<file path="config.mk">
export PLATFORM = sky130hd
export DESIGN_NAME = uart_tx_selector
export DESIGN_NICKNAME = d
export VERILOG_FILES = /design/src/rtl/uart_tx_selector.sv
export SDC_FILE = /design/constraint.sdc
export NUM_CORES = 1
export LEC_CHECK = 0
export CAP_MARGIN = 20
export CORE_ASPECT_RATIO = 0.7
export CORE_UTILIZATION = 58
export CTS_BUF_LIST = sky130_fd_sc_hd__clkbuf_8 sky130_fd_sc_hd__clkbuf_16
export CTS_CLUSTER_DIAMETER = 120
export DETAILED_ROUTE_END_ITERATION = 7
export PLACE_DENSITY = 0.83
export SLEW_MARGIN = 20
export SYNTH_ARGS = -nofsm -noshare
export SYNTH_HDL_FRONTEND = slang
export SYNTH_SLANG_ARGS = --single-unit
</file>
<file path="constraint.sdc">
create_clock -name i_clk -period 2.2 [get_ports i_clk]
set_clock_uncertainty 0.2 [all_clocks]
set_input_delay 0.44 -clock i_clk [delete_from_list [all_inputs] [get_ports i_clk]]
set_output_delay 0.44 -clock i_clk [all_outputs]
set_load 0.03 [all_outputs]
</file>
<file path="src/rtl/uart_tx_selector.sv">
// uart_tx_selector
//   Glitch-free 2:1 selector for the board UART TX pin. Source 0 is the CPU UART, source 1 the
//   LiteDRAM debug UART. The slide switch is synchronised and debounced. The selection only
//   moves when both TX lines have been idle (high) for a full frame, so no byte in flight on
//   either source is ever cut off.
//
// Ports
//   i_clk      clock; all logic lives in this domain
//   i_rst      synchronous, active-high reset
//   i_sel_sw   raw slide switch, asynchronous (0 = CPU, 1 = LiteDRAM)
//   i_tx0      CPU UART TX, asynchronous
//   i_tx1      LiteDRAM UART TX, asynchronous
//   o_tx       registered UART TX pin
//   o_sel      source currently driving o_tx
//   o_pending  high while a requested switch waits for both lines to go idle
module uart_tx_selector #(
  parameter int unsigned CLK_FREQ_HZ     = 50000000,
  parameter int unsigned BAUD            = 115200,
  parameter int unsigned IDLE_BITS       = 11,
  parameter int unsigned DEBOUNCE_CYCLES = 500000
) (
  input  logic i_clk,
  input  logic i_rst,
  input  logic i_sel_sw,
  input  logic i_tx0,
  input  logic i_tx1,
  output logic o_tx,
  output logic o_sel,
  output logic o_pending
);

  localparam int unsigned IdleCycles = IDLE_BITS * CLK_FREQ_HZ / BAUD;
  localparam int unsigned IdleW      = $clog2(IdleCycles + 1);
  localparam int unsigned DebW       = $clog2(DEBOUNCE_CYCLES);

  localparam logic [IdleW-1:0] IdleMax = IdleW'(IdleCycles);
  localparam logic [DebW-1:0]  DebMax  = DebW'(DEBOUNCE_CYCLES - 1);

  typedef enum logic [0:0] {StActive, StWait} state_e;

  // Two-flop synchronisers; bit [1] is the synchronised value.
  logic [1:0] sw_sync_q, sw_sync_d;
  logic [1:0] tx0_sync_q, tx0_sync_d;
  logic [1:0] tx1_sync_q, tx1_sync_d;

  logic            req_q, req_d;
  logic [DebW-1:0] deb_cnt_q, deb_cnt_d;

  logic [IdleW-1:0] idle0_cnt_q, idle0_cnt_d;
  logic [IdleW-1:0] idle1_cnt_q, idle1_cnt_d;

  state_e state_q, state_d;
  logic   sel_q, sel_d;
  logic   tx_q, tx_d;

  logic sw_s, tx0_s, tx1_s;
  logic idle0, idle1;

  always_comb begin
    sw_s  = sw_sync_q[1];
    tx0_s = tx0_sync_q[1];
    tx1_s = tx1_sync_q[1];

    sw_sync_d  = {sw_sync_q[0], i_sel_sw};
    tx0_sync_d = {tx0_sync_q[0], i_tx0};
    tx1_sync_d = {tx1_sync_q[0], i_tx1};

    // Debounce: the request only follows the switch after DEBOUNCE_CYCLES consecutive
    // disagreeing samples; one agreeing sample restarts the count.
    req_d     = req_q;
    deb_cnt_d = deb_cnt_q;
    if (sw_s == req_q) begin
      deb_cnt_d = '0;
    end else if (deb_cnt_q == DebMax) begin
      req_d     = sw_s;
      deb_cnt_d = '0;
    end else begin
      deb_cnt_d = deb_cnt_q + 1'b1;
    end

    // Idle counters saturate so a long-idle line stays idle.
    idle0_cnt_d = idle0_cnt_q;
    if (!tx0_s) begin
      idle0_cnt_d = '0;
    end else if (idle0_cnt_q != IdleMax) begin
      idle0_cnt_d = idle0_cnt_q + 1'b1;
    end

    idle1_cnt_d = idle1_cnt_q;
    if (!tx1_s) begin
      idle1_cnt_d = '0;
    end else if (idle1_cnt_q != IdleMax) begin
      idle1_cnt_d = idle1_cnt_q + 1'b1;
    end

    idle0 = (idle0_cnt_q == IdleMax);
    idle1 = (idle1_cnt_q == IdleMax);

    // A switch flipped back while waiting cancels the request before any idle check.
    state_d = state_q;
    sel_d   = sel_q;
    unique case (state_q)
      StActive: begin
        if (req_q != sel_q) state_d = StWait;
      end
      StWait: begin
        if (req_q == sel_q) begin
          state_d = StActive;
        end else if (idle0 && idle1) begin
          sel_d   = req_q;
          state_d = StActive;
        end
      end
    endcase

    // Uses the old selection, so on a switch o_tx changes source one cycle after o_sel.
    tx_d = sel_q ? tx1_s : tx0_s;
  end

  always_ff @(posedge i_clk) begin
    if (i_rst) begin
      sw_sync_q   <= 2'b00;
      tx0_sync_q  <= 2'b11;
      tx1_sync_q  <= 2'b11;
      req_q       <= 1'b0;
      deb_cnt_q   <= '0;
      idle0_cnt_q <= '0;
      idle1_cnt_q <= '0;
      state_q     <= StActive;
      sel_q       <= 1'b0;
      tx_q        <= 1'b1;
    end else begin
      sw_sync_q   <= sw_sync_d;
      tx0_sync_q  <= tx0_sync_d;
      tx1_sync_q  <= tx1_sync_d;
      req_q       <= req_d;
      deb_cnt_q   <= deb_cnt_d;
      idle0_cnt_q <= idle0_cnt_d;
      idle1_cnt_q <= idle1_cnt_d;
      state_q     <= state_d;
      sel_q       <= sel_d;
      tx_q        <= tx_d;
    end
  end

  assign o_tx      = tx_q;
  assign o_sel     = sel_q;
  assign o_pending = (state_q == StWait);

endmodule
</file>
==> reports/qor.yml, run 1 <==
detailed_routing:
  wl_per_cell_um: 13.2
  via_per_inst: 5.59
  drc: 0
  drtPass1Iterations: 4
  drt_iter0_markers: 84
  dr_total_vias: 1885
  wirelength_mm: 4.45
  antenna_left: 0
floorplan:
  die_h_um: 55.9
  initial_core_util_pct: 61.0
  die_area_um2: 4420
  core_area_um2: 3950
  rows: 19
  die_w_um: 79.0
  io_pins: 8
synth:
  synthTopCellsByArea: "dfxtp_1 (46%), xnor2_1 (11%), nor2_1 (6.4%)"
  muxShareOfSynthArea_pct: 0.416
  yosysWarnings: 0
  synth_edf_count: 0
  synth_area_um2: 2410
  synth_compound_area_share_pct: 6.08
  synthArstFlopShare_pct: 0
  synth_top_area_share_pct: 45.7
  syn_nets: 278
  yosysTopAreaCell: "dfxtp_1"
  ys_seq_area_share_pct: 45.7
  yosys.area_share.simple_pct: 29.6
  synth_area_per_cell_um2: 8.99
  yosys.area_share.xor_xnor_pct: 12.7
  synthFlopType: "dfxtp_1"
  yosysUniqueCellTypes: 39
  synth_top_family_by_area: "simple AND/OR/NAND/NOR gates"
  synth_seq_cells: 55
  syn_inst: 268
  synthAdderAreaFrac_pct: 2.60
clock_network:
  cts_tree: "done"
  cts_setup_buffers: 0
  cts_buffer_depth: 2
  root_buffer: "clkbuf_8"
  cts.sinks: 55
  clk_pin_slew_ps: 90
  post_cts_resized: 0
  ctsHoldBuffers: 0
  clk_latency_ps: 310
  htree_levels: 2
  cts_made_buffers: 5
hold_path:
  worstHoldPathCells: 1
  hold_path.class: "flip-flop to flip-flop"
timing:
  fin_ws_ps: 109
  hold_viol: 0
  min_period_ps: 2090
  rsz0062_at_grt: "no"
  tightest_slew_ps: 621
  slew_headroom_pct: 58.0
  final.period_utilization_pct: 95.1
  setup_violations: 0
  worst_hold_slack_ps: 216
  tns_ps: 0
  fmax_mhz: 478
  drv_slew: 0
worst_setup_path:
  crit_family: "buffers and inverters"
  end_kind: "output pin"
  critPathBufInv: 1
  critPathArrivalTime_ps: 1450
  r2r_cells: 5
  slowest_stage: "clkdlybuf4s50_1"
  startpoint_type: "flip-flop"
  worstPathRequired_ps: 1560
  critical_path_class: "flip-flop to output pin"
  cp_max_fo: 5
  cp_num_cells: 1
  slowest_delay_ps: 710
  worstPathCellList: "clkdlybuf4s50_1"
global_routing:
  antenna_found_initial: 0
  grt-ovfl-total: 0
  grt_usage_pct: 22.1
  grt_pass1_vias: 1779
  grt_pass1_wl_mm: 7.49
  grt_max_degree: 20
layout:
  areaGrowthSynthToFinish_pct: 10.5
  fin_nets: 294
  layout-drive-gt1-share_pct: 8.77
  antenna_cells: 0
  fin_cells: 337
  fillers: 324
placement:
  port_buffers: 7
  gp_congestion: 0.836
  place_hpwl_mm: 3.22
  placedCellCount: 329
  dp_slack_ps: 183
power_and_ir_drop:
  power.density_nw_per_um2: 615
  p_leak_nw: 0.791
  ir_worst_vdd_mv: 0.469
run:
  cap_violations: 0
outcome:
  outcome: "finished clean"
==> metal layers <==
metal | part of all wire, % | vias up | global-route usage [%] | wire, um
li1 | - | 961 | - | -
met1 | 48 | 879 | 27.5 | 2130
met5 | 0 | - | 0 | 0
met4 | 1.9 | 0 | 8.31 | 86
met2 | 45 | 34 | 35.0 | 2020
met3 | 4.6 | 11 | 8.03 | 206
==> cell usage in the layout (no fill, tap or decap), types with 2 or more instances in the layout <==
cell type        Yosys  layout
nor4b_1              2       2
dfxtp_1             55      55
xnor2_1             31      31
nor3_1               9       9
clkbuf_8             0       5
clkdlybuf4s50_1      0       7
xor2_1               4       4
nor2b_1              3       3
o21ai_0              6       6
ha_1                 5       5
clkinvlp_4           0       2
a21oi_1              9       9
nand2_1             11      11
a31o_2               2       2
or3_1                6       6
buf_4                0       6
nand3_1             15      15
or2_2                5       5
nand2b_1             5       5
nor4_1              13      13
inv_1               14      14
a31oi_1              2       2
nor2_1              41      41
nand4bb_1            2       2
nand4_1              9       9
==> through the flow <==
stage                     cell area, um2  power, mW  util (%)
after floorplan                     2410       1.08         -
after global placement              2570       1.10      65.2
after detailed placement            2570       1.11      65.2
after CTS                           2660       1.65      67.4
after global routing                2660       1.70      67.4
final                               2660       1.64      67.4
==> registers in the layout (all words and copies together) (netlist names) <==
| signal | count |
|---|---|
| idle1_cnt_q | 13 |
| idle0_cnt_q | 13 |
| tx1_sync_q | 2 |
| o_tx | 1 |
| o_sel | 1 |
| deb_cnt_q | 19 |
| sw_sync_q | 2 |
| o_pending | 1 |
| tx0_sync_q | 2 |
| req_q | 1 |
==> cells in the mapped netlist, drive strengths merged, types with 2 or more instances <==
library cell	count
clkbuf	2
a21oi	9
nand4bb	2
or3	6
nor3	10
xor2	4
nand2	11
nor2	41
xnor2	31
dfxtp	55
a31oi	2
a31o	2
or2	5
nand3	16
inv	14
nor4	13
nand4	10
nor2b	3
nor4b	2
ha	5
o21ai	7
buf	2
nand2b	5
==> power breakdown <==
group	switching [mW]	leakage [nW]	internal [mW]
registers	0.0140	0.446	1.01
clock network	0.330	0.0402	0.222
logic	0.0322	0.305	0.0299
==> cell type report <==
cell class	instances	area (um2)	share of cell area, %
Clock inverter	3	20.0	0.752
Inverter	14	52.6	1.97
Timing Repair Buffer	13	115	4.33
Tap cell	52	65.1	2.44
Clock buffer	5	68.8	2.59
Sequential cell	55	1100	41.4
Multi-Input combinational cell	195	1240	46.5
==> logic make-up after synthesis <==
| kind of cell | after synthesis |
|---|---|
| adder cells (fa/ha/maj) | 5 |
| buffers and inverters | 18 |
| AO/OA/AOI/OAI | 24 |
| multiplexers | 1 |
| flip-flops | 55 |
| AND/OR/NAND/NOR | 130 |
| XOR/XNOR | 35 |
==> worst paths after layout <==
path | startpoint | slack [ps] | end
worst max-delay path | o_sel | 110 | o_sel
worst min-delay path | tx0_sync_q[0] | 220 | tx0_sync_q[1]
worst max register to register | deb_cnt_q[0] | 180 | deb_cnt_q[18]
worst min register to register | tx0_sync_q[0] | 220 | tx0_sync_q[1]
(Power assumes the default switching activity.)
==> run 2: changes to the inputs <==
CELL_PAD_IN_SITES_DETAIL_PLACEMENT = 0   (was default)
CELL_PAD_IN_SITES_GLOBAL_PLACEMENT = 1   (was default)
CORE_UTILIZATION = 46   (was 58)
PLACE_DENSITY = 0.84   (was 0.83)
==> run 2 against run 1 <==
Sequential power about the same. Critical endpoint unchanged. Power up 2.2%. Worst setup slack better by 31 ps. Largest power group unchanged. Register-to-register slack worse by 20 ps. Worst hold slack better by 3.4 ps. Largest cell class unchanged. Combinational power down 1%.
==> reports/qor.yml, run 2 (same netlist as run 1, synthesis figures left out) <==
outcome:
  outcome: "finished clean"
detailed_routing:
  antenna_left: 0  # unchanged
  drt_iter0_markers: 95  # +13%
  dr_total_vias: 1798  # -4.6%
  via_per_inst: 5.08  # -9.2%
  wl_per_cell_um: 11.7  # -11%
  top_layer: "met4"
  wirelength_mm: 4.14  # -6.8%
  drc: 0  # unchanged
  route.met3.wl_um: 127  # -38%
  wl_met2_mm: 1.60  # -21%
  met1Wirelength_mm: 2.34  # +9.7%
  drtPass1Iterations: 4  # unchanged
layout:
  multi_input_area_um2: 1240  # unchanged
  regMostFlops: "deb_cnt_q"
  largest_reg_flops: 19  # unchanged
  reg_top3: "deb_cnt_q (19), idle0_cnt_q (13), idle1_cnt_q (13)"
  areaGrowthSynthToFinish_pct: 11.8
  layout-drive-gt1-share_pct: 8.42  # -0.35 points
  final_cell_area_um2: 2690  # +1.2%
  fin_nets: 294  # unchanged
  fin_cells: 354  # +5.0%
  mostFrequentLayoutCells: "dfxtp_1 (55), nor2_1 (41), xnor2_1 (31)"
  layout_commonest_cell: "dfxtp_1"
  antenna_cells: 0  # unchanged
  final_core_util_pct: 54.8  # -13 points
  regArea_um2: 1100  # unchanged
  fillers: 462  # +43%
placement:
  placedCellCount: 346  # +5.2%
  placed_cell_area_um2: 2590  # +0.83%
  place_hpwl_mm: 2.99  # -7.3%
  port_buffers: 7  # unchanged
  gp_congestion: 0.848  # +1.4%
floorplan:
  die_w_um: 88.5  # +12%
  die_h_um: 62.5  # +12%
  rows: 21  # +2
  initial_core_util_pct: 49.0  # -12 points
  io_pins: 8  # unchanged
  core_area_um2: 4910  # +25%
  die_area_um2: 5530  # +25%
power_and_ir_drop:
  internal-power_mw: 1.32  # +4.8%
  p_total_mw: 1.67  # +2.2%
  power.density_nw_per_um2: 621  # +0.97%
  p_clk_share_pct: 35.2  # +1.5 points
  p_sw_share_pct: 21.0  # -2.0 points
  p_sw_mw: 0.351  # -6.7%
  pwr-share-comb_pct: 3.7  # about the same
  ir_worst_vdd_mv: 0.329  # -30%
  p_leak_nw: 0.806  # +2.0%
  power_frac_seq_pct: 61.1  # -1.4 points
clock_network:
  cts_setup_buffers: 0  # unchanged
  cts_tree: "done"
  ctsHoldBuffers: 0  # unchanged
  clk_latency_ps: 310  # about the same
  root_buffer: "clkbuf_8"
  clk_pin_slew_ps: 90  # about the same
  cts.sinks: 55  # unchanged
  cts_made_buffers: 5  # unchanged
  cts_buffer_depth: 2  # unchanged
  htree_levels: 2  # unchanged
  post_cts_resized: 0  # unchanged
worst_setup_path:
  startpoint_type: "flip-flop"
  critPathBufInv: 1  # unchanged
  critPathArrivalTime_ps: 1420  # -30 ps
  slowest_stage: "clkdlybuf4s50_1"
  worstPathRequired_ps: 1560  # about the same
  reg2reg_from: "deb_cnt_q[0]"
  critical_path_class: "flip-flop to output pin"
  end_kind: "output pin"
  rr_endpoint: "deb_cnt_q[18]"
  worstPathCellList: "clkdlybuf4s50_1"
  reg2reg_slack_ps: 160  # -20 ps
  cp_max_fo: 5  # unchanged
  crit_family: "buffers and inverters"
  slowest_delay_ps: 700  # about the same
  r2r_cells: 5  # unchanged
global_routing:
  grt-ovfl-total: 0  # unchanged
  grt_max_degree: 20  # unchanged
  antenna_found_initial: 0  # unchanged
  grt_pass1_vias: 1677  # -5.7%
  grt_usage_pct: 17.5  # -4.6 points
  grt_pass1_wl_mm: 7.51  # +0.19%
timing:
  tightest_slew_ps: 577  # -44.4 ps
  hold_viol: 0  # unchanged
  slew_headroom_pct: 61.0  # +3.0 points
  setup_violations: 0  # unchanged
  rsz0062_at_grt: "no"
  min_period_ps: 2060  # -31.0 ps
  drv_slew: 0  # unchanged
  tns_ps: 0  # unchanged
  final.period_utilization_pct: 93.6  # -1.4 points
  fmax_mhz: 485  # +1.5%
hold_path:
  hold_path.class: "flip-flop to flip-flop"
  hold_path_end: "tx1_sync_q[1]"
  worstHoldPathCells: 1  # unchanged
  min_from: "tx1_sync_q[0]"
run:
  cap_violations: 0  # unchanged
-- run 2: per-stage QoR --
step	setup WS (ps)	hold slack, ps
5_1_grt	21.7	234
4_1_cts	133	225
2_1_floorplan	213	189
3_5_place_dp	165	201
3_3_place_gp	225	191
6_report	140	220
-- run 2: how the worst max path moves through the flow --
stage,from,to,slack (ps),cells after the start
2_1_floorplan,deb_cnt_q[0],deb_cnt_q[10],210,6
3_3_place_gp,deb_cnt_q[0],deb_cnt_q[18],230,5
3_5_place_dp,deb_cnt_q[0],deb_cnt_q[18],170,5
4_1_cts,o_sel,o_sel,130,1
5_1_grt,deb_cnt_q[0],deb_cnt_q[18],20,5
6_report,o_sel,o_sel,140,1
-- run 2: cell type report --
type	count	area share (%)
Clock buffer	7	3.58
Clock inverter	1	0.139
Inverter	14	1.95
Multi-Input combinational cell	195	46.0
Sequential cell	55	40.9
Tap cell	69	3.20
Timing Repair Buffer	13	4.27
-- run 2: worst reg2reg max path: cells and delay by family, from the launching register on --
kind	cells	cell delay, ps
AOI/OAI and AO/OA	1	150
adders and majority gates	1	250
DFF	1	380
and+or+nand+nor	3	1000
-- run 2: per-layer routing --
metal | global-route usage [%] | vias to the layer above
met2 | 22.4 | 22
met1 | 26.8 | 806
met3 | 4.49 | 8
met5 | 0 | -
met4 | 8.06 | 0
li1 | - | 962
-- run 2: power by group through the flow --
stage | combinational, mW | clock [mW] | sequential (mW)
2_1_floorplan | 0.0393 | 0 | 1.04
3_3_place_gp | 0.0618 | 0 | 1.04
3_5_place_dp | 0.0624 | 0 | 1.05
4_1_cts | 0.0625 | 0.617 | 1.02
5_1_grt | 0.0710 | 0.662 | 1.03
6_report | 0.0615 | 0.590 | 1.02
==> run 3: changes to the inputs <==
CORE_MARGIN = 4   (was default)
==> run 3 against run 2 <==
Global-route usage is 3.1 points lower. Worst hold slack lost 2.6 ps. Clock power decreased by 3%. Power decreased by 0.80%. Via count decreased by 0.22%. Non-clock buffer count is 1 higher. Sequential power barely moved. Critical endpoint unchanged. Worst setup slack worse by 13 ps. Final cell count up 0.28%. Final area is the same. Flip-flop and latch count did not move.
==> reports/qor.yml, run 3 (same netlist as run 1, synthesis figures left out) <==
global_routing:
  grt_usage_pct: 14.5  # -3.1 points
  grt_pass1_vias: 1641  # -2.1%
  use_met1_pct: 20.0  # -6.8 points
  grt_pass1_wl_mm: 7.33  # -2.4%
  grt_max_degree: 20  # unchanged
  grt_use_met3_pct: 5.21  # +0.71 points
  grt-ovfl-total: 0  # unchanged
  busiest_layer: "met2"
  met2_usage_pct: 21.5  # -0.94 points
  antenna_found_initial: 0  # unchanged
clock_network:
  post_cts_resized: 0  # unchanged
  cts_made_buffers: 5  # unchanged
  cts_setup_buffers: 0  # unchanged
  cts_buffer_depth: 2  # unchanged
  root_buffer: "clkbuf_8"
  htree_levels: 2  # unchanged
  clk_latency_ps: 320  # about the same
  clk_pin_slew_ps: 100  # about the same
  cts.sinks: 55  # unchanged
  cts_tree: "done"
  ctsHoldBuffers: 0  # unchanged
worst_setup_path:
  slowest_stage: "clkdlybuf4s50_1"
  worstPathCellList: "clkdlybuf4s50_1"
  end_kind: "output pin"
  critPathArrivalTime_ps: 1430  # about the same
  worstPathRequired_ps: 1560  # about the same
  cp_num_cells: 1  # unchanged
  startpoint_type: "flip-flop"
  slowest_delay_ps: 700  # about the same
  cp_max_fo: 5  # unchanged
  r2r_cells: 5  # unchanged
  critPathBufInv: 1  # unchanged
  critical_path_class: "flip-flop to output pin"
  crit_family: "buffers and inverters"
floorplan:
  core_area_um2: 4910  # unchanged
  die_h_um: 68.5  # +9.6%
  initial_core_util_pct: 49.0  # unchanged
  rows: 21  # unchanged
  die_w_um: 94.5  # +6.8%
  io_pins: 8  # unchanged
  die_area_um2: 6480  # +17%
layout:
  mostFrequentLayoutCells: "dfxtp_1 (55), nor2_1 (41), xnor2_1 (31)"
  final_core_util_pct: 54.8  # unchanged
  final_cell_area_um2: 2690  # unchanged
  layout-drive-gt1-share_pct: 9.09  # +0.67 points
  largest_reg_flops: 19  # unchanged
  reg_top3: "deb_cnt_q (19), idle0_cnt_q (13), idle1_cnt_q (13)"
  areaGrowthSynthToFinish_pct: 11.8  # unchanged
  fin_cells: 355  # +0.28%
  regMostFlops: "deb_cnt_q"
  antenna_cells: 0  # unchanged
  fin_nets: 295  # +0.34%
  layout_commonest_cell: "dfxtp_1"
timing:
  rsz0062_at_grt: "no"
  min_period_ps: 2070  # +13.1 ps
  slew_headroom_pct: 54.0  # -7.0 points
  drv_slew: 0  # unchanged
  final.period_utilization_pct: 94.2  # +0.59 points
  tightest_slew_ps: 681  # +104 ps
  tns_ps: 0  # unchanged
  hold_viol: 0  # unchanged
  fmax_mhz: 482  # -0.63%
  setup_violations: 0  # unchanged
outcome:
  outcome: "finished clean"
detailed_routing:
  antenna_left: 0  # unchanged
  drt_iter0_markers: 58  # -39%
  drc: 0  # unchanged
  via_per_inst: 5.05  # -0.50%
  dr_total_vias: 1794  # -0.22%
  wl_per_cell_um: 11.8  # +0.85%
  drtPass1Iterations: 4  # unchanged
  wirelength_mm: 4.19  # +1.1%
placement:
  place_hpwl_mm: 2.99  # about the same
  placedCellCount: 347  # +0.29%
  gp_congestion: 0.781  # -7.9%
  placed_cell_area_um2: 2600  # +0.29%
  port_buffers: 7  # unchanged
power_and_ir_drop:
  p_total_mw: 1.66  # -0.80%
  power.density_nw_per_um2: 616  # -0.80%
  ir_worst_vdd_mv: 0.286  # -13%
  p_leak_nw: 0.797  # -1.1%
hold_path:
  worstHoldPathCells: 1  # unchanged
  hold_path.class: "flip-flop to flip-flop"
run:
  cap_violations: 0  # unchanged
run 3: report_power, final:
| part | switching [mW] | internal (mW) |
|---|---|---|
| Sequential | 0.0136 | 1.01 |
| Clock | 0.346 | 0.228 |
| Combinational | 0.0311 | 0.0312 |
run 3: final timing paths:
kind	from	endpoint	slack [ps]
max	o_sel	o_sel	130
min	tx0_sync_q[0]	tx0_sync_q[1]	220
max reg2reg	deb_cnt_q[0]	deb_cnt_q[18]	150
min reg2reg	tx0_sync_q[0]	tx0_sync_q[1]	220
run 3: final cells by class:
type	instances	area, um2
Multi-Input combinational cell	195	1240
Fill cell	479	2220
Timing Repair Buffer	14	123
Tap cell	69	86.3
Inverter	14	52.6
Clock inverter	3	23.8
Clock buffer	5	68.8
Sequential cell	55	1100
run 3: per-layer routing:
layer / routed length [um] / vias to the layer above
met5: 0 / -
met2: 1680 / 12
met4: 46 / 0
met3: 169 / 6
met1: 2300 / 817
li1: - / 959
run 3: through the flow:
stage	hold slack (ps)	worst slack (ps)
4_1_cts	221	111
3_5_place_dp	195	183
5_1_grt	238	63.7
3_3_place_gp	194	238
2_1_floorplan	189	213
6_report	217	127
